$ cat src/rtl/sap_bus_arbiter.sv
// Registered SAP-1 bus arbiter/multiplexer: fixed-priority or round-robin source
// selection, registered bus value and grant, sticky conflict flag with saturating count.
module sap_bus_arbiter #(
  parameter int unsigned WIDTH = 8,
  parameter int unsigned N_SRC = 5,
  parameter int unsigned MODE  = 0,
  parameter int unsigned HOLD  = 1,
  parameter int unsigned CNT_W = 8
) (
  input  logic                   clk,
  input  logic                   rst,
  input  logic [N_SRC-1:0]       en_req,
  input  logic [N_SRC*WIDTH-1:0] bus_in,
  input  logic                   conflict_clr,
  output logic [WIDTH-1:0]       bus_out,
  output logic                   bus_valid,
  output logic [N_SRC-1:0]       grant,
  output logic                   conflict,
  output logic [CNT_W-1:0]       conflict_cnt
);

  localparam int unsigned      PW      = $clog2(N_SRC);
  localparam logic [PW-1:0]    PtrRst  = PW'(N_SRC - 1);
  localparam logic [CNT_W-1:0] CntMax  = '1;

  logic [WIDTH-1:0] src [N_SRC];

  for (genvar gi = 0; gi < N_SRC; gi++) begin : g_src
    assign src[gi] = bus_in[gi*WIDTH +: WIDTH];
  end

  logic [PW-1:0]    ptr_q, ptr_d;
  logic [PW-1:0]    gnt_idx, cand;
  logic             found, multi;
  logic [WIDTH-1:0] bus_out_q, bus_out_d;
  logic             bus_valid_q, bus_valid_d;
  logic [N_SRC-1:0] grant_q, grant_d;
  logic             conflict_q, conflict_d;
  logic [CNT_W-1:0] cnt_q, cnt_d;

  // Grant selection: lowest index, or first set bit after the last grant (wrapping).
  always_comb begin
    found   = 1'b0;
    gnt_idx = '0;
    cand    = '0;
    if (MODE == 0) begin
      for (int unsigned i = 0; i < N_SRC; i++) begin
        if (!found && en_req[PW'(i)]) begin
          found   = 1'b1;
          gnt_idx = PW'(i);
        end
      end
    end else begin
      for (int unsigned i = 1; i <= N_SRC; i++) begin
        cand = PW'((32'(ptr_q) + i) % N_SRC);
        if (!found && en_req[cand]) begin
          found   = 1'b1;
          gnt_idx = cand;
        end
      end
    end
  end

  assign multi = ($countones(en_req) > 1);

  always_comb begin
    grant_d     = '0;
    bus_valid_d = found;
    bus_out_d   = bus_out_q;
    ptr_d       = ptr_q;
    conflict_d  = conflict_q;
    cnt_d       = cnt_q;
    if (found) begin
      grant_d[gnt_idx] = 1'b1;
      bus_out_d        = src[gnt_idx];
      if (MODE != 0) ptr_d = gnt_idx;
    end else if (HOLD == 0) begin
      bus_out_d = '0;
    end
    // A conflict in the same cycle as a clear wins and restarts the count at one.
    if (multi) begin
      conflict_d = 1'b1;
      if (conflict_clr)         cnt_d = CNT_W'(1);
      else if (cnt_q != CntMax) cnt_d = cnt_q + CNT_W'(1);
    end else if (conflict_clr) begin
      conflict_d = 1'b0;
      cnt_d      = '0;
    end
  end

  always_ff @(posedge clk or posedge rst) begin
    if (rst) begin
      bus_out_q   <= '0;
      bus_valid_q <= 1'b0;
      grant_q     <= '0;
      conflict_q  <= 1'b0;
      cnt_q       <= '0;
      ptr_q       <= PtrRst;
    end else begin
      bus_out_q   <= bus_out_d;
      bus_valid_q <= bus_valid_d;
      grant_q     <= grant_d;
      conflict_q  <= conflict_d;
      cnt_q       <= cnt_d;
      ptr_q       <= ptr_d;
    end
  end

  assign bus_out      = bus_out_q;
  assign bus_valid    = bus_valid_q;
  assign grant        = grant_q;
  assign conflict     = conflict_q;
  assign conflict_cnt = cnt_q;

endmodule

$ cat config.mk
export PLATFORM = sky130hd
export DESIGN_NAME = sap_bus_arbiter
export DESIGN_NICKNAME = d
export VERILOG_FILES = /design/src/rtl/sap_bus_arbiter.sv
export SDC_FILE = /design/constraint.sdc
export NUM_CORES = 1
export LEC_CHECK = 0
export ABC_AREA = 1
export CELL_PAD_IN_SITES_DETAIL_PLACEMENT = 1
export CELL_PAD_IN_SITES_GLOBAL_PLACEMENT = 1
export CORE_MARGIN = 2
export CORE_UTILIZATION = 26
export CTS_CLUSTER_SIZE = 20
export DETAILED_ROUTE_END_ITERATION = 8
export PLACE_DENSITY = 0.87
export SYNTH_ARGS = -nofsm -noshare
export SYNTH_HDL_FRONTEND = slang
export SYNTH_SLANG_ARGS = --single-unit
$ cat constraint.sdc
create_clock -name clk -period 1.43 [get_ports clk]
set_clock_uncertainty 0.1 [all_clocks]
set_input_delay 0.3575 -clock clk [delete_from_list [all_inputs] [get_ports clk]]
set_output_delay 0.3575 -clock clk [all_outputs]
set_load 0.01 [all_outputs]
=== Word level (Yosys, flattened, before mapping) ===
Cells that the tools add are included.

* Bits in registers: 23
* Input bits: 48
* Output and inout port bits: 23

* $add $sub $neg: 5
* $lt $le $gt $ge: 4
* Equality and inequality tests: 1
* Mux-type cells: 21
* Bitwise gates (word level): 1
* Reduce and logical (&&, ||, !) cells: 12

{| class="wikitable"
|+ Operators by type and width
! kind !! count
|-
| $mux 8 || 6
|-
| $bmux 8 s3 || 1
|-
| $mux 1 || 9
|-
| $add 8x1->8 const B || 1
|-
| $ne 8x8->1 const B || 1
|-
| $mux 3 || 2
|-
| $logic_and 1x1->1 || 5
|-
| $mux 5 || 1
|-
| $add 1x1->2 || 2
|-
| $add 3x1->4 || 1
|-
| $ge 4x4->1 const B || 1
|-
| $gt 4x1->1 const B || 1
|-
| $logic_not 1->1 || 4
|-
| $lt 3x4->1 const B || 1
|-
| $not 3->4 || 1
|-
| $reduce_bool 2->1 || 2
|-
| $add 2x2->3 || 1
|-
| $demux 1 s3 || 1
|-
| $ge 3x1->1 const B || 1
|-
| $mux 2 || 1
|-
| $reduce_and 2->1 || 1
|}

=== Longest topological paths before layout ===
Gate-level depths: netlist of run 1.

* Word-level depth: 18
* Mapped depth: 12

=== Worst setup path before layout of run 1 ===
OpenSTA, ideal clock, no wires.

* Path kind: input-to-reg
* Start point: in en_req[0]
* End point: reg cnt_q[5] (netlist: conflict_cnt[5])
* Library setup time: 113 ps
* Arrival: 1845 ps
* Required time: 1217 ps
* Slack: -627 ps
* Cell stages on the path: 11
* Path through: inv_1 > fa_1 > inv_1 > ha_1 > nand2_1 > nand3b_1 > nand2_2 > nand2_4 > a21o_1 > nand2_1 > inv_1

* Word-level cells in the longest chain between the ends: 6
* Elaborated cells between the ends (all ways): 7
* Classes of those cells: 3 x add/sub; 1 x order compare; 1 x mux; 2 x reduce/logical

{| class="wikitable"
|+ RTL lines
! element !! RTL line !! RTL
|-
| start: declaration || 12 || <nowiki>input logic [N_SRC-1:0] en_req,</nowiki>
|-
| $add 1x1->2 (not written as such) * || 64 || <nowiki>assign multi = ($countones(en_req) > 1);</nowiki>
|-
| $add 2x2->3 (not written as such) * || 64 ||
|-
| $add 3x1->4 (not written as such) * || 64 ||
|-
| $gt 4x1->1 * || 64 ||
|-
| $reduce_bool 2->1 (no line) || n/a ||
|-
| $reduce_and 2->1 (no line) || n/a ||
|-
| end signal: assignment || 104 || <nowiki>cnt_q <= cnt_d;</nowiki>
|-
| end: declaration || 39 || <nowiki>logic [CNT_W-1:0] cnt_q, cnt_d;</nowiki>
|}

Mark *: on every way between the ends. The rest lies on a longest branch, timed or not.
A chain may end at the register's enable or synchronous reset.

=== Worst setup path in the final report of run 1 ===
Same ends and word-level chain as after synthesis.

==> results of run 1 <==
-- report_power, final --
| group | leakage, nW | internal (W) | switching (W) | total (W) |
|---|---|---|---|---|
| Clock | 0.0255 | 0.000195 | 0.000214 | 0.000409 |
| Combinational | 1.31 | 0.000395 | 0.000376 | 0.000771 |
| Sequential | 0.286 | 0.000710 | 0.0000358 | 0.000746 |
-- worst paths after layout --
check / to / start / depth (start not counted)
min in group clk: bus_out[1] / bus_out[1] / 2
worst max-delay path: conflict_cnt[5] / en_req[0] / 12
worst max register to register: conflict_cnt[5] / conflict_cnt[0] / 10
worst min-delay path: conflict_cnt[4] / rst / 3
max in group asynchronous: conflict_cnt[7] / rst / 3
worst min register to register: bus_out[1] / bus_out[1] / 2
-- cells in the final DEF (no fill, tap or decap), types with 4 or more instances in the layout --
cell / instances
nand2_1: 69
clkdlybuf4s50_1: 42
inv_1: 39
nor2_1: 26
buf_4: 26
dfrtp_1: 23
buf_6: 12
dlygate4sd2_1: 12
nor2_2: 11
nand2_2: 11
nand3_2: 11
nand3_1: 8
clkdlybuf4s15_1: 8
buf_12: 5
o21ai_2: 4
-- state kept, by name (all words and copies together) (netlist names) --
| register | cells |
|---|---|
| conflict_cnt | 8 |
| bus_valid | 1 |
| bus_out | 8 |
| grant | 5 |
| conflict | 1 |
-- through the flow --
step	cell area [sq um]	std cells	hold WS [ns]	power [W]
after floorplan	1650	241	0.259	0.00102
after global placement	2660	409	0.363	0.00141
after detailed placement	2660	409	0.380	0.00144
after CTS	2980	427	0.318	0.00188
after global routing	3130	434	0.329	0.00205
final	3130	434	0.310	0.00193
-- Yosys cell counts, drive strengths merged --
cell    instances  area [sq um]
nand2          83           347
nor3            3          15.0
ha              4          50.1
a21oi           4          20.0
nand3          22           135
o211ai          1          7.51
buf             3          30.0
nand3b          2          27.5
a21o            1          7.51
dfrtp          23           576
nand4           1          6.26
fa              1          20.0
o21ai           8          55.1
inv            45           169
nor2           40           168
-- timing repair --
action | in CTS | in global routing
buffers inserted | 12 | 7
gates resized for setup | 97 | 39
pin swaps | 37 | 21
endpoints found under the setup margin | 46 | 32
endpoints found under the hold margin | 0 | 0
cloned | 4 | 1
hold buffers | 0 | 0
-- critical path, stage by stage --
cell	delay, ns
buf_8	0.09
inv_12	0.03
fa_1	0.53
inv_1	0.05
ha_1	0.26
nand2_1	0.07
nand3b_1	0.15
nand2_2	0.17
nand2_4	0.09
a21o_1	0.18
nand2_1	0.10
inv_1	0.05
-- metal layers --
layer  vias to the layer above  share of wire
met4                         0          0.021
met1                       894           0.40
li1                        970              -
met5                         -              0
met3                        10          0.029
met2                        53           0.55
-- layout make-up --
class / count / area (sq um)
Sequential cell: 23 / 576
Clock inverter: 1 / 5.00
Fill cell: 735 / 2860
Timing Repair Buffer: 114 / 1130
Tap cell: 75 / 93.8
Inverter: 45 / 186
Clock buffer: 3 / 41.3
Multi-Input combinational cell: 173 / 1100
-- cell families after synthesis --
logic type | Yosys count
simple gates | 151
buf+inv | 48
flops | 23
compound gates | 14
fa+ha+maj | 5
==> metrics.md, run 1 <==
| Metric | Value |
|---|---|
| Final WS setup | `-0.609 ns` |
| Adder-cell area share of the yosys netlist | `0.0429` |
| RSZ-0062 raised after global routing | `true` |
| Global route hottest layer | `met2` |
| Port-buffer cells | `70` |
| Drt total wl | `between 6000 and 7000 microns` |
| Fin nets | `around 410` |
| Via count | `approximately 1.9k` |
| Met2 usage | `0.349` |
| GPL Wtd Cong | `about 0.81` |
| Average instance area after synthesis | `6.78 sq um` |
| First-pass GRT wire length | `10200 microns` |
| Total track usage | `0.181` |
| Critical path required time | `approximately 1.5 ns` |
| Synth Area in Compound Gates | `0.0552` |
| CTS tree | `yes` |
| Final slew viol count | `0` |
| Failing checks | `setup timing` |
| Post-Synth XOR/XNOR Area | `0` |
| Area Overhead vs Synth | `92.0%` |
| Wire per inst | `between 10 and 15 microns` |
| Largest fanout on the critical path | `5` |
| Mapped cell area | `about 1600 sq um` |
| Pin count of the biggest net entering global routing | `24` |
| Core ar. | `between 5000 and 6000 sq um` |
| P per Cell Area | `around 610 nW/um^2` |
| Share of post-route cells with drive strength above 1 | `0.337` |
| Grt met1 use | `0.205` |
| Maxcap violations | `0` |
| Finish-stage setup viols | `20` |
| Routing usage on met3 | `0.0189` |
| Largest family of logic cells by synthesized area | `simple AND/OR/NAND/NOR gates` |
| Initial antenna violation count | `0` |
| Critical Path End Type | `register` |
| Worst Hold Class | `in2async` |
| Max Fclk | `~490 MHz` |
| Number of global-route vias before repair | `2093` |
| Number of distinct library cells after synthesis | `25` |
| Clk buf depth | `2` |
| Seq cells post-synth | `23` |
| Die area | `a little under 7000 sq um` |
| Dpl hpwl | `approximately 4200 microns` |
| LEAKAGE | `about 1.6 nW` |
| Post-Synth Simple-Gate Area | `0.428` |
| Hold violation count in the final report | `0` |
| Outcome | `finished, violations left` |
| I/O pins | `between 70 and 80` |
| Residual DRC count | `0` |
| Pre-CTS setup slack | `-1.39 ns` |
| WS Path Type | `in2reg` |
| Die Width | `~83 microns` |
| Arr. time, crit path | `2.10 ns` |
| Least-Margin Pin Slew | `between 0.3 and 0.4 ns` |
| Cells after Synth | `roughly 240` |
| Peak VDD IR | `~340 uV` |
| Via density | `around 4.4` |
| Mux cell area share after synthesis | `0` |
| Initial Utilization | `0.273` |
| Cell Rows | `28` |
| Syn_nets | `294` |
| Grt ovf | `0` |
| Relative slew slack | `0.746` |
| H-tree levels | `1` |
| CTS Buf Count | `3` |
| Finished Core Util | `0.523` |
| Seq/Total Area, Yosys | `0.352` |
| Final worst path period share | `1.43` |
| Routed Antenna Nets | `0` |
| Final min period | `between 2 and 2.5 ns` |
| Synth warn | `0` |
| Clk sinks | `23` |
| Setup tns final | `-5.43 ns` |
| DR iter-0 viols | `between 50 and 60` |
| Die span in y | `83.2 microns` |
| Root Driver | `clkbuf_8` |
| Crit start category | `input port` |
| Clk slew on worst S/H paths | `roughly 0.08 ns` |
| Drt first pass iters | `4` |
| Clock Latency Late Sink | `~0.27 ns` |
| Ant diodes | `0` |
| Setup slack, reg-to-reg | `-0.22 ns` |
No activity file was read; power rests on OpenSTA's default activity.
==> run 2, diff against run 1 <==
CTS_CLUSTER_DIAMETER = 60   (was unset)
CTS_CLUSTER_SIZE = 14   (was 20)
==> results of run 2 <==
Final layout, timing and power as in run 1 (identical DEF).
